<file path="src/rtl/seq_divider_pkg.sv">
// Shared types and constants for the iterative restoring divider.
// Build option: SEQ_DIVIDER_SIGNED_EN (two's-complement operands) is handled in seq_divider.sv.
package seq_divider_pkg;

  // Controller states: waiting, iterating, and the one-cycle result pulse.
  typedef enum logic [1:0] {
    IDLE = 2'd0,
    CALC = 2'd1,
    DONE = 2'd2
  } state_t;

  // Widest supported operand; the divide-by-zero pattern is sliced from this.
  localparam int MAX_WIDTH = 64;

  // Quotient reported on divide by zero: all ones at any width.
  localparam logic [MAX_WIDTH-1:0] DBZ_QUOTIENT = '1;

  // Iteration counter width, which must be able to hold the value WIDTH.
  function automatic int cnt_width(input int width);
    return $clog2(width + 1);
  endfunction

endpackage

</file>
<file path="src/rtl/div_step.sv">
// One restoring-division step: shift in a dividend bit, trial-subtract the
// divisor at WIDTH+1 bits, keep the difference or restore.
module div_step #(
  parameter int WIDTH = 4
) (
  input  logic [WIDTH-1:0] rem,
  input  logic [WIDTH-1:0] divisor,
  input  logic             in_bit,
  output logic [WIDTH-1:0] next_rem,
  output logic             q_bit
);

  logic [WIDTH:0] shifted;
  logic [WIDTH:0] diff;

  // Trial subtract. The shifted remainder is always below 2*divisor, so the
  // WIDTH+1-bit difference fits, and its top bit is the sign.
  always_comb begin
    shifted  = {rem, in_bit};
    diff     = shifted - {1'b0, divisor};
    q_bit    = ~diff[WIDTH];
    next_rem = q_bit ? diff[WIDTH-1:0] : shifted[WIDTH-1:0];
  end

endmodule

</file>
<file path="src/rtl/seq_divider.sv">
// Iterative restoring divider with a start/done handshake: one quotient bit
// per clock. Results hold until the next accepted start.
// Build option: define SEQ_DIVIDER_SIGNED_EN for two's-complement operands
// (truncating division); otherwise the block is purely unsigned.
module seq_divider #(
  parameter int WIDTH = 4
) (
  input  logic             clk,
  input  logic             rst_n,
  input  logic             start,
  input  logic [WIDTH-1:0] dividend,
  input  logic [WIDTH-1:0] divisor,
  output logic             busy,
  output logic             done,
  output logic [WIDTH-1:0] quotient,
  output logic [WIDTH-1:0] remainder,
  output logic             div_by_zero
);

  import seq_divider_pkg::*;

  localparam int               CNT_W = cnt_width(WIDTH);
  localparam logic [WIDTH-1:0] DBZ_Q = DBZ_QUOTIENT[WIDTH-1:0];

  state_t           state;
  logic [CNT_W-1:0] cnt;
  logic [WIDTH-1:0] dvd_q;      // dividend shift register, MSB feeds the step
  logic [WIDTH-1:0] dvs_q;      // captured divisor (magnitude when signed)
  logic [WIDTH-1:0] load_dvd;
  logic [WIDTH-1:0] load_dvs;
  logic [WIDTH-1:0] fin_q;
  logic [WIDTH-1:0] fin_r;
  logic [WIDTH-1:0] step_rem;
  logic             step_q;
  logic             dbz_in;

`ifdef SEQ_DIVIDER_SIGNED_EN
  logic neg_quot;               // operand signs differ
  logic neg_rem;                // dividend was negative

  function automatic logic [WIDTH-1:0] mag(input logic [WIDTH-1:0] x);
    return x[WIDTH-1] ? -x : x;
  endfunction
`endif

  // The remainder output register doubles as the partial remainder.
  div_step #(.WIDTH(WIDTH)) u_step (
    .rem      (remainder),
    .divisor  (dvs_q),
    .in_bit   (dvd_q[WIDTH-1]),
    .next_rem (step_rem),
    .q_bit    (step_q)
  );

  // Operand conditioning at capture and result fix-up at DONE entry.
  always_comb begin
    // NOTE: every output of a combinational block gets a value on every path,
    // otherwise synthesis infers a latch to hold the old value.
    dbz_in = (divisor == '0);
`ifdef SEQ_DIVIDER_SIGNED_EN
    load_dvs = mag(divisor);
    // Divide by zero keeps the raw dividend, since it is returned as remainder.
    load_dvd = dbz_in ? dividend : mag(dividend);
    fin_q    = neg_quot ? -quotient  : quotient;
    fin_r    = neg_rem  ? -remainder : remainder;
`else
    load_dvs = divisor;
    load_dvd = dividend;
    fin_q    = quotient;
    fin_r    = remainder;
`endif
    if (div_by_zero) begin
      fin_q = DBZ_Q;
      fin_r = dvd_q;
    end
  end

  // Controller and datapath registers.
  always_ff @(posedge clk or negedge rst_n) begin
    // NOTE: state uses non-blocking assignments so every register samples
    // the pre-edge values regardless of statement order.
    if (!rst_n) begin
      state       <= IDLE;
      cnt         <= '0;
      dvd_q       <= '0;
      dvs_q       <= '0;
      busy        <= 1'b0;
      done        <= 1'b0;
      quotient    <= '0;
      remainder   <= '0;
      div_by_zero <= 1'b0;
`ifdef SEQ_DIVIDER_SIGNED_EN
      neg_quot    <= 1'b0;
      neg_rem     <= 1'b0;
`endif
    end else begin
      case (state)
        IDLE, DONE: begin
          done <= 1'b0;
          if (start) begin
            // Divide by zero enters CALC with an empty count: no iterations,
            // one settling cycle, then the fixed result on DONE entry.
            state       <= CALC;
            cnt         <= dbz_in ? '0 : CNT_W'(WIDTH);
            busy        <= ~dbz_in;
            dvd_q       <= load_dvd;
            dvs_q       <= load_dvs;
            quotient    <= '0;
            remainder   <= '0;
            div_by_zero <= dbz_in;
`ifdef SEQ_DIVIDER_SIGNED_EN
            neg_quot    <= dividend[WIDTH-1] ^ divisor[WIDTH-1];
            neg_rem     <= dividend[WIDTH-1];
`endif
          end else begin
            state <= IDLE;
          end
        end
        CALC: begin
          if (cnt != '0) begin
            remainder <= step_rem;
            quotient  <= {quotient[WIDTH-2:0], step_q};
            dvd_q     <= {dvd_q[WIDTH-2:0], 1'b0};
            cnt       <= cnt - CNT_W'(1);
            busy      <= (cnt != CNT_W'(1));
          end else begin
            state     <= DONE;
            done      <= 1'b1;
            quotient  <= fin_q;
            remainder <= fin_r;
          end
        end
        default: begin
          state <= IDLE;
          busy  <= 1'b0;
          done  <= 1'b0;
        end
      endcase
    end
  end

endmodule

</file>
<file path="config.mk">
export PLATFORM = sky130hd
export DESIGN_NAME = seq_divider
export DESIGN_NICKNAME = d
export VERILOG_FILES = /design/src/rtl/seq_divider_pkg.sv /design/src/rtl/div_step.sv /design/src/rtl/seq_divider.sv
export SDC_FILE = /design/constraint.sdc
export NUM_CORES = 1
export LEC_CHECK = 0
export CAP_MARGIN = 20
export CORE_ASPECT_RATIO = 0.75
export CORE_MARGIN = 3
export CORE_UTILIZATION = 46
export DETAILED_ROUTE_END_ITERATION = 8
export PLACE_DENSITY = 0.74
export SLEW_MARGIN = 20
export SYNTH_ARGS = -nofsm -noshare
export SYNTH_HDL_FRONTEND = slang
export SYNTH_SLANG_ARGS = --single-unit
</file>
<file path="constraint.sdc">
create_clock -name clk -period 1.95 [get_ports clk]
set_input_delay 0.39 -clock clk [delete_from_list [all_inputs] [get_ports clk]]
set_output_delay 0.39 -clock clk [all_outputs]
set_load 0.1 [all_outputs]
</file>
==> flow_summary.yaml <==
finish:
  layout.nets: 188
  fin_cells: 202
  post-route-cell-area_um2: 1800
  areaGrowthSynthToFinish_pct: 41.7
  drive_gt1_share_pct: 31.5
  n_antenna_cell: 0
logic_synthesis:
  synthXorXnorAreaFrac_pct: 0.691
  yosysTopAreaCell: "dfrtp_1"
  synthTopCellsByCount: "23 x dfrtp_1, 14 x nand2_1, 13 x o21ai_0"
  synth_nets: 153
  synthAdderAreaFrac_pct: 8.49
  synth_top_family_by_area: "compound AO/OA/AOI/OAI gates"
  syn_area_per_cell_um2: 9.46
  ys_top_cells_by_area: "dfrtp_1 45%, ha_1 6.9%, o21ai_0 5.1%, nand2_1 4.1%, inv_1 3.3%"
  yosysMostFrequentCell: "dfrtp_1"
  yosysSeqAreaShare_pct: 45.4
  synth.mux.area_fraction_pct: 1.58
  synth-seq-cells: 23
  async_flop_share_pct: 100
  synth_warnings: 0
  synth-simple-area-share_pct: 17.6
  synth_edf_count: 0
  syn_area_um2: 1270
  syn_inst: 134
  ys_types: 32
  yosysTopAreaCellShare_pct: 45.4
  synth_compound_area_share_pct: 21.8
  ys.flop_type: "dfrtp_1"
clock_tree:
  ctsHoldBuffers: 0
  cts_made_buffers: 3
  clock-sinks: 23
  cts-htree-levels: 1
  clkLatencyLatePin_ps: 260
  clkTransAtPathRegs_ps: 80
  cts_buffer_depth: 2
  cts_root_buffer: "clkbuf_8"
  cts_tree: "yes"
timing:
  clock_skew_ps: 5.06
  setup_viol: 0
  period_needed_ps: 1920
  hold_viol: 0
  slew_violations: 0
  relSlewSlack_pct: 66.2
  finalCritPeriodShare_pct: 98.5
  fmax_ghz: 0.521
  worst_pin_slew_ps: 501
drt:
  drc_errors: 0
  via_count: 1218
  first_pass_iters: 4
  first_iter_violations: 90
  wl_per_cell_um: 16.7
  totalWireLength_um: 3380
  postRouteAntennaNets: 0
  via_per_inst: 6.03
global_route:
  first_global_vias: 1167
  grt_pass1_wl_um: 5550
  overflow: 0
  antenna_found_initial: 0
  grt_max_degree: 24
  grt_use_total_pct: 22.0
worst_hold_path:
  holdCritPathClass: "input pin to asynchronous set/reset pin"
critical_path:
  r2r_cells: 8
  r2r-start: "dvd_q[3]"
  crit_type: "register to register"
  worst_setup_path_end_kind: "register"
  required_ps: 2150
  reg2reg_slack_ps: 30
  cp-startpoint: "dvd_q[3]"
  cp-endpoint: "remainder[2]"
  crit_path_max_fanout: 2
  arrival_ps: 2120
  cp-start-kind: "register"
  r2r_end: "remainder[2]"
floorplan:
  num_rows: 15
  boundaryPins: 22
  die_x_um: 66.6
  dieArea_um2: 3430
  fp.dieH_um: 51.5
  start_util_pct: 51.6
  core_area_um2: 2460
place:
  place_area_um2: 1660
  gp_congestion: 0.857
  dp_cells: 195
  numPortBuffers: 21
  place_hpwl_um: 2400
run:
  cap_violations: 0
status:
  status: "finished clean"
[placed cells by master, fill, tap and decap left out, types with 2 or more instances in the layout]
cell type and n:
nand3_1 2, nor4_1 2, a31oi_1 2, clkbuf_8 3, dfrtp_1 18, o22ai_1 3, nand2_1 13, mux2i_1 2
clkdlybuf4s50_1 10, a32oi_1 2, o221a_2 3, a21oi_1 8, ha_2 2, o21ai_0 12, and3_4 2, dfrtp_4 3
buf_12 6, nand3_2 2, inv_1 10, nor2_1 10, dfrtp_2 2, buf_4 18, o211ai_1 3, nor2b_1 2
nand2b_1 3, ha_1 4
[flip-flops by register name, indices dropped and copies added (netlist names)]
register and cells:
dvd_q 4, state 2, dvs_q 4, busy 1, quotient 4, div_by_zero 1
cnt 3, remainder 4
[routing by layer]
layer | up-vias | global-route usage (%) | routed length [um] | share of wire, %
li1 | 553 | - | - | -
met2 | 66 | 36.0 | 1540 | 46
met4 | 0 | 5.41 | 81 | 2.4
met1 | 589 | 29.3 | 1490 | 44
met3 | 10 | 5.27 | 267 | 7.9
met5 | - | 0 | 0 | 0
[area by class of cell]
cell class | instances | area (um2)
Sequential cell | 23 | 589
Timing Repair Buffer | 34 | 355
Fill cell | 178 | 663
Multi-Input combinational cell | 96 | 722
Clock buffer | 4 | 45.0
Tap cell | 34 | 42.5
Inverter | 11 | 41.3
[what timing repair did]
action | 4_1_cts | 5_1_grt
buffers inserted | 0 | 3
endpoints found under the hold margin | 0 | 0
gates resized for setup | 4 | 10
endpoints found under the setup margin | 3 | 5
pin swaps | 0 | 6
[stage by stage]
step                utilization (%)  setup WS [ps]  hold WS, ps  TNS [ps]
finish                         73.0           30.1          478         0
global route                   73.0          -96.2          506      -128
global placement               67.5           74.4          484         0
floorplan                         -           5.81         94.4         0
detailed placement             67.5          -56.1          482     -73.7
CTS                            70.2           5.40          489         0
[critical path, cell delays in order (launching register included)]
cell and delay (ps):
dfrtp_1 400, inv_2 60, ha_2 170, inv_1 60
fa_2 350, buf_4 150, xnor2_1 130, nor4_1 370
a311o_1 170
[worst min path at each step]
| stage | from | to | slack (ps) | depth (start not counted) |
|---|---|---|---|---|
| final | rst_n | quotient[2] | 480 | 2 |
| after CTS | rst_n | cnt[2] | 490 | 2 |
| after detailed placement | dvs_q[0] | dvs_q[0] | 480 | 2 |
| after global routing | rst_n | cnt[2] | 510 | 2 |
| after floorplan | rst_n | busy | 90 | 0 |
| after global placement | dvs_q[0] | dvs_q[0] | 480 | 2 |
[cell families (layout without fill, tap and decap cells)]
kind of cell / count (synthesis) / count (layout)
buffers and inverters: 15 / 49
DFF: 23 / 23
xor gates and xnor gates: 1 / 1
adders and majority gates: 8 / 8
and+or+nand+nor: 44 / 44
muxes: 2 / 2
AOI/OAI and AO/OA: 41 / 41
Power is not shown: default switching activity piles up to over one toggle a cycle in this logic, so the estimate is an artifact.
